$ cat config.mk
export PLATFORM = sky130hd
export DESIGN_NAME = multicycle_mult_unit
export DESIGN_NICKNAME = d
export VERILOG_FILES = /design/src/rtl/multicycle_mult_unit_pkg.sv /design/src/rtl/multicycle_mult_unit_mult_chunk_mac.sv /design/src/rtl/multicycle_mult_unit.sv
export SDC_FILE = /design/constraint.sdc
export NUM_CORES = 1
export LEC_CHECK = 0
export CORE_MARGIN = 2
export CORE_UTILIZATION = 25
export CTS_CLUSTER_SIZE = 8
export DETAILED_ROUTE_END_ITERATION = 10
export SLEW_MARGIN = 20
export SYNTH_ARGS = -nofsm -noshare
export SYNTH_HDL_FRONTEND = slang
export SYNTH_SLANG_ARGS = --single-unit
export TNS_END_PERCENT = 20
$ cat constraint.sdc
create_clock -name clk -period 13.4 [get_ports clk]
set_input_delay 1.34 -clock clk [delete_from_list [all_inputs] [get_ports clk]]
set_output_delay 1.34 -clock clk [all_outputs]
set_load 0.01 [all_outputs]
$ cat src/rtl/multicycle_mult_unit_pkg.sv
// Shared types and sizing helpers for the iterative EX-stage multiplier.
package multicycle_mult_unit_pkg;

    // FSM encoding; the values are fixed so the hazard unit and debug taps agree on them.
    typedef enum logic [1:0] {
        ST_IDLE = 2'b00,
        ST_BUSY = 2'b01,
        ST_DONE = 2'b10
    } mul_state_e;

    // Default configuration: 32-bit datapath built over 4 accumulate cycles.
    localparam int MUL_DATA_W   = 32;
    localparam int MUL_N_CYCLES = 4;

    // Width of the multiplier slice consumed per cycle.
    function automatic int chunk_w(input int data_w, input int n_cycles);
        return data_w / n_cycles;
    endfunction

    // Cycle counter width: clog2(n_cycles), never narrower than one bit.
    function automatic int cnt_w(input int n_cycles);
        return (n_cycles > 1) ? $clog2(n_cycles) : 1;
    endfunction

    localparam int CHUNK_W = chunk_w(MUL_DATA_W, MUL_N_CYCLES);
    localparam int CNT_W   = cnt_w(MUL_N_CYCLES);

endpackage

$ cat src/rtl/multicycle_mult_unit_mult_chunk_mac.sv
// One partial-product step: acc + ((a * b_chunk) << (idx*CHUNK_W)), kept to DATA_W bits.
module mult_chunk_mac
    import multicycle_mult_unit_pkg::*;
#(
    parameter int DATA_W  = MUL_DATA_W,
    parameter int CHUNK_W = 8,
    parameter int CNT_W   = 2
) (
    input  logic [DATA_W-1:0]  a_i,
    input  logic [CHUNK_W-1:0] chunk_i,
    input  logic [CNT_W-1:0]   idx_i,
    input  logic [DATA_W-1:0]  acc_i,
    output logic [DATA_W-1:0]  acc_o
);

    logic [DATA_W-1:0] prod;
    logic [DATA_W-1:0] prod_sh;

    // Truncating before the shift is safe: only the low DATA_W bits ever survive.
    always_comb begin
        prod    = a_i * DATA_W'(chunk_i);
        prod_sh = prod << (32'(idx_i) * CHUNK_W);
        acc_o   = acc_i + prod_sh;
    end

endmodule

$ cat src/rtl/multicycle_mult_unit.sv
// Iterative MUL for the EX stage: latches operands, accumulates one multiplier
// slice per cycle, and stalls the front of the pipeline until the product is ready.
module multicycle_mult_unit
    import multicycle_mult_unit_pkg::*;
#(
    parameter int DATA_W   = MUL_DATA_W,
    parameter int N_CYCLES = MUL_N_CYCLES
) (
    input  logic              clk,
    input  logic              arst_n,
    input  logic              start,
    input  logic              flush,
    input  logic [DATA_W-1:0] operand_a,
    input  logic [DATA_W-1:0] operand_b,
    output logic              stall_request,
    output logic [DATA_W-1:0] result,
    output logic              result_valid
);

    localparam int CHW = chunk_w(DATA_W, N_CYCLES);
    localparam int CW  = cnt_w(N_CYCLES);

    localparam logic [CW-1:0] LAST_CNT = CW'(N_CYCLES - 1);

    mul_state_e        state_q;
    logic [CW-1:0]     count_q;
    logic [DATA_W-1:0] acc_q;
    logic [DATA_W-1:0] acc_d;
    logic [DATA_W-1:0] a_q;
    logic [DATA_W-1:0] b_q;
    logic [DATA_W-1:0] result_q;
    logic              result_valid_q;
    logic [CHW-1:0]    b_chunk;

    // Select the multiplier slice for the current accumulate step.
    always_comb begin
        b_chunk = b_q[32'(count_q) * CHW +: CHW];
    end

    mult_chunk_mac #(
        .DATA_W  (DATA_W),
        .CHUNK_W (CHW),
        .CNT_W   (CW)
    ) u_mac (
        .a_i     (a_q),
        .chunk_i (b_chunk),
        .idx_i   (count_q),
        .acc_i   (acc_q),
        .acc_o   (acc_d)
    );

    // Control FSM with operand, accumulator, result and valid registers.
    always_ff @(posedge clk or negedge arst_n) begin
        if (!arst_n) begin
            state_q        <= ST_IDLE;
            count_q        <= '0;
            acc_q          <= '0;
            a_q            <= '0;
            b_q            <= '0;
            result_q       <= '0;
            result_valid_q <= 1'b0;
        end else begin
            case (state_q)
                ST_IDLE: begin
                    result_valid_q <= 1'b0;
                    // A flushed MUL never gets its operands latched.
                    if (start && !flush) begin
                        a_q     <= operand_a;
                        b_q     <= operand_b;
                        acc_q   <= '0;
                        count_q <= '0;
                        state_q <= ST_BUSY;
                    end
                end
                ST_BUSY: begin
                    if (flush) begin
                        // Abandon the partial product; result keeps the last good value.
                        result_valid_q <= 1'b0;
                        state_q        <= ST_IDLE;
                    end else begin
                        acc_q   <= acc_d;
                        count_q <= count_q + CW'(1);
                        if (count_q == LAST_CNT) begin
                            result_q       <= acc_d;
                            result_valid_q <= 1'b1;
                            state_q        <= ST_DONE;
                        end
                    end
                end
                ST_DONE: begin
                    // start is still high for the same MUL here, so never restart from DONE.
                    result_valid_q <= 1'b0;
                    state_q        <= ST_IDLE;
                end
                default: begin
                    result_valid_q <= 1'b0;
                    state_q        <= ST_IDLE;
                end
            endcase
        end
    end

    // Stall: requested as soon as a MUL shows up, held through BUSY, released in DONE.
    always_comb begin
        stall_request = 1'b0;
        if (arst_n) begin
            case (state_q)
                ST_IDLE: stall_request = start;
                ST_BUSY: stall_request = 1'b1;
                default: stall_request = 1'b0;
            endcase
        end
    end

    assign result       = result_q;
    assign result_valid = result_valid_q;

endmodule

# After elaboration in Yosys (flattened, before gate mapping)
# Index checks and enable logic that the tools add are counted.
word_totals:
  regBits: 133
  latchBits: 0
  ramBits: 0
  romBits: 0
  input_bits: 68
  out_inout_bits: 34
  word_cells: 41
  memories: 0
op_classes:
  addsub: 2
  mul: 1
  n_div: 0
  n_lt_le_gt_ge: 0
  n_eq_ne: 5
  shift: 2
  n_mux: 15
  n_bitwise: 1
  n_reduce_logical: 8
op_table:
  columns: ["op", "n"]
  rows:
  - ["32-bit two-way mux", 2]
  - ["32-bit one-hot mux with 2 select lines", 1]
  - ["32-bit adder", 1]
  - ["32-bit by 8-bit multiplier with 32-bit output", 1]
  - ["32-bit by 6-bit indexed part select with 8-bit output", 1]
  - ["32-bit by 5-bit left shift with 32-bit output", 1]
  - ["2-bit two-way mux", 5]
  - ["2-bit one-hot mux with 2 select lines", 2]
  - ["3-bit AND reduction", 2]
  - ["1-bit two-way mux", 4]
  - ["2-bit inequality test, second input constant", 2]
  - ["2-bit AND reduction", 2]
  - ["3-bit inequality test, second input constant", 1]
  - ["2-bit by 1-bit adder with 2-bit output, second input constant", 1]
  - ["2-bit by 1-bit == test with 1-bit output, second input constant", 1]
  - ["2-bit == test, second input constant", 1]
  - ["2-bit zero test", 1]
  - ["1-bit one-hot mux with 2 select lines", 1]
  - ["2-bit nonzero test", 1]
  - ["1-bit logical AND", 1]
  - ["1-bit zero test", 1]
  - ["1-bit inverter", 1]

# Logic depth before layout (Yosys ltp)
depth:
  depth_word: 6
  ltp_mapped: 37
  mapped_depth_nobuf: 33

# By module
# From an unflattened synthesis, not the netlist that was laid out.
hier_totals:
  cells_unflattened: 1374
  area_unflattened_um2: 13870.8
by_module_without_submodules:
  columns: ["mod", "n_inst", "cells_each", "area_each_um2", "seq_area_each_um2"]
  rows:
  - ["mult_chunk_mac", 1, 1073, 8750.9, 0.0]
  - ["multicycle_mult_unit", 1, 301, 5119.9, 3328.2]

# Worst setup path after synthesis
# Ideal clock, no wire load.
synth_path:
  path_type: "register to register"
  start: "reg count_q[0]"
  end: "reg result_q[29], in the netlist result[29]"
  setup_time_ps: 131
  arrival_ps: 7292
  t_required_ps: 13269
  path_slack_ps: 5976
  stages_incl_launch_ff: 33
  n_path_buf: 4
  synth_period_minus_slack_ps: 7424
  cell_sequence: "dfrtp_1 -> buf_6 -> buf_12 -> mux2i_1 -> mux2_2 -> clkbuf_1 -> clkbuf_1 -> nand2b_1 -> fa_1 -> fa_1 -> inv_1 -> fa_1 -> inv_1 -> fa_1 -> inv_1 -> ha_1 -> nand4b_1 -> a21boi_1 -> o21ai_1 -> and2_1 -> xnor2_1 -> mux2_2 -> nor2b_1 -> ha_1 -> a22o_1 -> nor4_1 -> a21boi_1 -> o21ai_1 -> a211oi_1 -> o21ai_1 -> a31o_2 -> a211oi_1 -> o21ai_1"
synth_between:
  elab_chain_len: 4
  elab_cells_between_ends: 6
  classes_between: "add/sub: 1; mul: 1; eq/ne: 1; shift: 2; reduce/logical: 1"
synth_rtl:
  columns: ["item", "line", "rtl"]
  rows:
  - ["start: declaration", "multicycle_mult_unit.sv:26", "logic [CW-1:0] count_q;"]
  - ["start signal: assignment", "multicycle_mult_unit.sv:82", "count_q <= count_q + CW'(1);"]
  - ["32-bit by 6-bit indexed part select with 8-bit output", "multicycle_mult_unit.sv:37", "b_chunk = b_q[32'(count_q) * CHW +: CHW];"]
  - ["32-bit by 8-bit multiplier with 32-bit output", "multicycle_mult_unit_mult_chunk_mac.sv:21", "prod = a_i * DATA_W'(chunk_i);"]
  - ["32-bit by 5-bit left shift with 32-bit output", "multicycle_mult_unit_mult_chunk_mac.sv:22", "prod_sh = prod << (32'(idx_i) * CHUNK_W);"]
  - ["32-bit adder", "multicycle_mult_unit_mult_chunk_mac.sv:23", "acc_o = acc_i + prod_sh;"]
  - ["end signal: assignment", "multicycle_mult_unit.sv:60", "result_q <= '0;"]
  - ["end signal: assignment", "multicycle_mult_unit.sv:84", "result_q <= acc_d;"]
  - ["end: declaration", "multicycle_mult_unit.sv:31", "logic [DATA_W-1:0] result_q;"]
# Several ways; a longest one is shown, not always the timed one.
# A chain may end at the register's enable or synchronous reset.

# Final worst setup path
layout_path:
  start: "reg count_q[0]"
  end: "reg acc_q[29]"
layout_between:
  elab_chain_len: 6
layout_rtl:
  columns: ["item", "line", "rtl"]
  rows:
  - ["32-bit by 6-bit indexed part select with 8-bit output", "multicycle_mult_unit.sv:37", null]
  - ["32-bit by 8-bit multiplier with 32-bit output", "multicycle_mult_unit_mult_chunk_mac.sv:21", null]
  - ["32-bit by 5-bit left shift with 32-bit output (*)", "multicycle_mult_unit_mult_chunk_mac.sv:22", null]
  - ["32-bit adder (*)", "multicycle_mult_unit_mult_chunk_mac.sv:23", null]
  - ["32-bit two-way mux (*)", "multicycle_mult_unit.sv:76", "if (flush) begin"]
  - ["32-bit one-hot mux with 2 select lines (*)", "multicycle_mult_unit.sv:63", "case (state_q)"]
  - ["end signal: assignment", "multicycle_mult_unit.sv:57", "acc_q <= '0;"]
  - ["end signal: assignment", "multicycle_mult_unit.sv:70", "acc_q <= '0;"]
  - ["end signal: assignment", "multicycle_mult_unit.sv:81", "acc_q <= acc_d;"]
  - ["end: declaration", "multicycle_mult_unit.sv:27", "logic [DATA_W-1:0] acc_q;"]
# Every way passes the cells marked *; elsewhere a longest branch is shown, timed or not. The select of a mux whose other input is x is not followed.

==> impl_metrics.ini <==
[final_layout]
final_cell_mix = nand2_1, fa_1, inv_1
nets = 1792
num_antenna_cells = 0
area_growth_pct = 17.0
multiInputGateArea_um2 = 9630
fillCellCount = 5577
drive_gt1_share_pct = 7.64
register_area_um2 = 3330

[detailed_routing]
drtPass1Iterations = 5
routed-via-count = 10100
via_per_inst = 4.61
wirelength_mm = 34.9
drt_iter0_markers = 533
detail_route.wl_per_cell_um = 15.9
drtAntennaViolNets = 0
drc = 0

[cts]
clock_latency_ps = 460
cts_resized = 0
post_cts_buffers = 0
cts_tree = yes
root_buffer = clkbuf_16
ctsHtreeMaxLevel = 4
clk_path_buf_depth = 2
cts_hold_buf = 0
cts_sinks = 133
clkSlewWorstSetupHoldPaths_ps = 60
cts_buffers = 17

[global_route]
grtUsageTotal_pct = 12.9
grt-ovfl-total = 0
grt_pass1_wl_mm = 58.3
antenna_found_initial = 1
grt_pass1_vias = 11000
grt_max_degree = 71

[timing]
finClkSkew_ps = 13.4
relSlewSlack_pct = 34.5
fmax_mhz = 120
timing.setup.tns_ps = 0
worst_hold_slack_ps = 484
timing.final.crit_period_ps = 8360
drv_slew = 0
finalWorstSetupSlack_ps = 5040
setup_violations = 0
finalCritPeriodShare_pct = 62.4
worst_slew_pin_slew_ps = 979
rsz0062_at_grt = no
hold_viol = 0

[worst_setup_path]
crit_type = reg -> reg
path_max_fanout = 37
ff2ff_path_depth = 27
end_kind = flop
worstPathArrival_ps = 8670
rr_endpoint = acc_q[29]
ff2ff_setup_slack_ps = 5040
worstPathRequired_ps = 13720
start_kind = flop
r2r_start = count_q[0]

[status]
status = finished, final reports clean

[place]
place_ws_ps = 5110
dp_hpwl_mm = 27.5
gp_congestion = 0.885
io_buffers = 101

[synthesis]
ys_warn_count = 0
synth_edf_count = 0
syn_area_um2 = 13800
syn_avg_cell_area_um2 = 9.65
synthArstFlopShare_pct = 100
yosys_most_used_dff = dfrtp_1
synth_cell_types = 61
synth_cells = 1425
yosys_register_bits = 133
seq_area_frac_synth_pct = 24.2
syn-num-nets = 1725

[floorplanning]
io_pins = 102
coreArea_um2 = 54100
start_util_pct = 25.4
die_x_um = 239
die_h_um = 239
design.die.area_um2 = 56900
rows = 85

[min_path]
hold_start = result[13]
hold_path_end = result[13]
holdPathStages = 2
hold_path.class = reg -> reg

[job]
cap_viol_max_count = 0
[per-layer routing]
| metal | GRT usage (%) | share of wire, % | up-vias |
|---|---|---|---|
| met1 | 16.1 | 43 | 5076 |
| li1 | - | - | 4803 |
| met4 | 5.08 | 2.8 | 2 |
| met3 | 2.36 | 3.9 | 58 |
| met5 | 0 | 0.037 | - |
| met2 | 22.2 | 50 | 207 |
[registers in the layout (all words and copies together) (netlist names)]
name          cells
count_q           2
b_q              32
a_q              32
result           32
state_q           2
acc_q            32
result_valid      1
[synthesized netlist by cell type, types with 15 or more instances]
cell      number  share of area [%]
xnor2_1       39                2.5
mux2_2        55                4.5
nor2b_1       65                3.0
a21oi_1       53                1.9
inv_1        153                4.2
ha_1          75                6.8
o21ai_0       47                1.7
o21ai_1       50                1.8
a21o_1        29                1.6
fa_1         157                 23
xor2_1        26                1.7
nand2_1      159                4.3
and2_1       118                5.4
mux2_1        16                1.3
mux2i_1       15                1.1
nor2_1        45                1.2
clkbuf_1      50                1.4
dfrtp_1      133                 24
[critical path: stages, from the launching register on]
cell      delay [ps]
dfrtp_2          530
buf_4            480
mux4_2           870
and2_1           300
fa_1             500
inv_1             60
fa_1             490
fa_1             490
inv_1             40
ha_1             340
a21o_1           200
a21oi_1          160
a21boi_1          80
o21ai_1          210
and2_1           180
xnor2_1          110
mux2_2           300
nor2b_1          140
ha_1             360
a22o_1           230
nor4_1           420
a21boi_1         410
o21ai_1          120
a211oi_1         360
o21ai_1          160
a31o_2           290
a211oi_1         280
o21ai_1           90
[logic make-up (layout without fill, tap and decap cells)]
| logic type | after synthesis | after routing | share of synthesized area, % |
|---|---|---|---|
| simple gates | 440 | 440 | 16.3 |
| compound gates | 243 | 243 | 10.6 |
| fa+ha+maj | 232 | 232 | 29.7 |
| buf+inv | 212 | 292 | 5.97 |
| flops | 133 | 133 | 24.2 |
| mux | 96 | 96 | 8.54 |
| xor+xnor | 69 | 69 | 4.66 |
[how the worst max path moves through the flow]
stage                     cells past startpoint         end       start
final                                        27   acc_q[29]  count_q[0]
after global routing                         27   acc_q[29]  count_q[0]
after CTS                                    27   acc_q[29]  count_q[0]
after detailed placement                     27   acc_q[29]  count_q[0]
after global placement                       27   acc_q[29]  count_q[0]
after floorplan                              32  result[29]  count_q[0]
[layout make-up]
cell class	instances	share of cell area [%]
clock buffers	19	2.75
clock inverters	13	1.22
inverters	153	3.57
multi-input cells	1080	59.8
flip-flops and latches	133	20.7
well taps	696	5.41
repair buffers	107	6.57
[stage by stage]
| stage | utilization (%) | instances | instance area, um2 |
|---|---|---|---|
| 3_3_place_gp | 28.6 | 2169 | 15500 |
| 3_5_place_dp | 28.6 | 2169 | 15500 |
| 4_1_cts | 29.7 | 2201 | 16100 |
| 5_1_grt | 29.7 | 2201 | 16100 |
| 2_1_floorplan | - | 1425 | 13800 |
| 6_report | 29.7 | 2201 | 16100 |
Power is not shown: default switching activity piles up to over one toggle a cycle in this logic, so the estimate is an artifact.
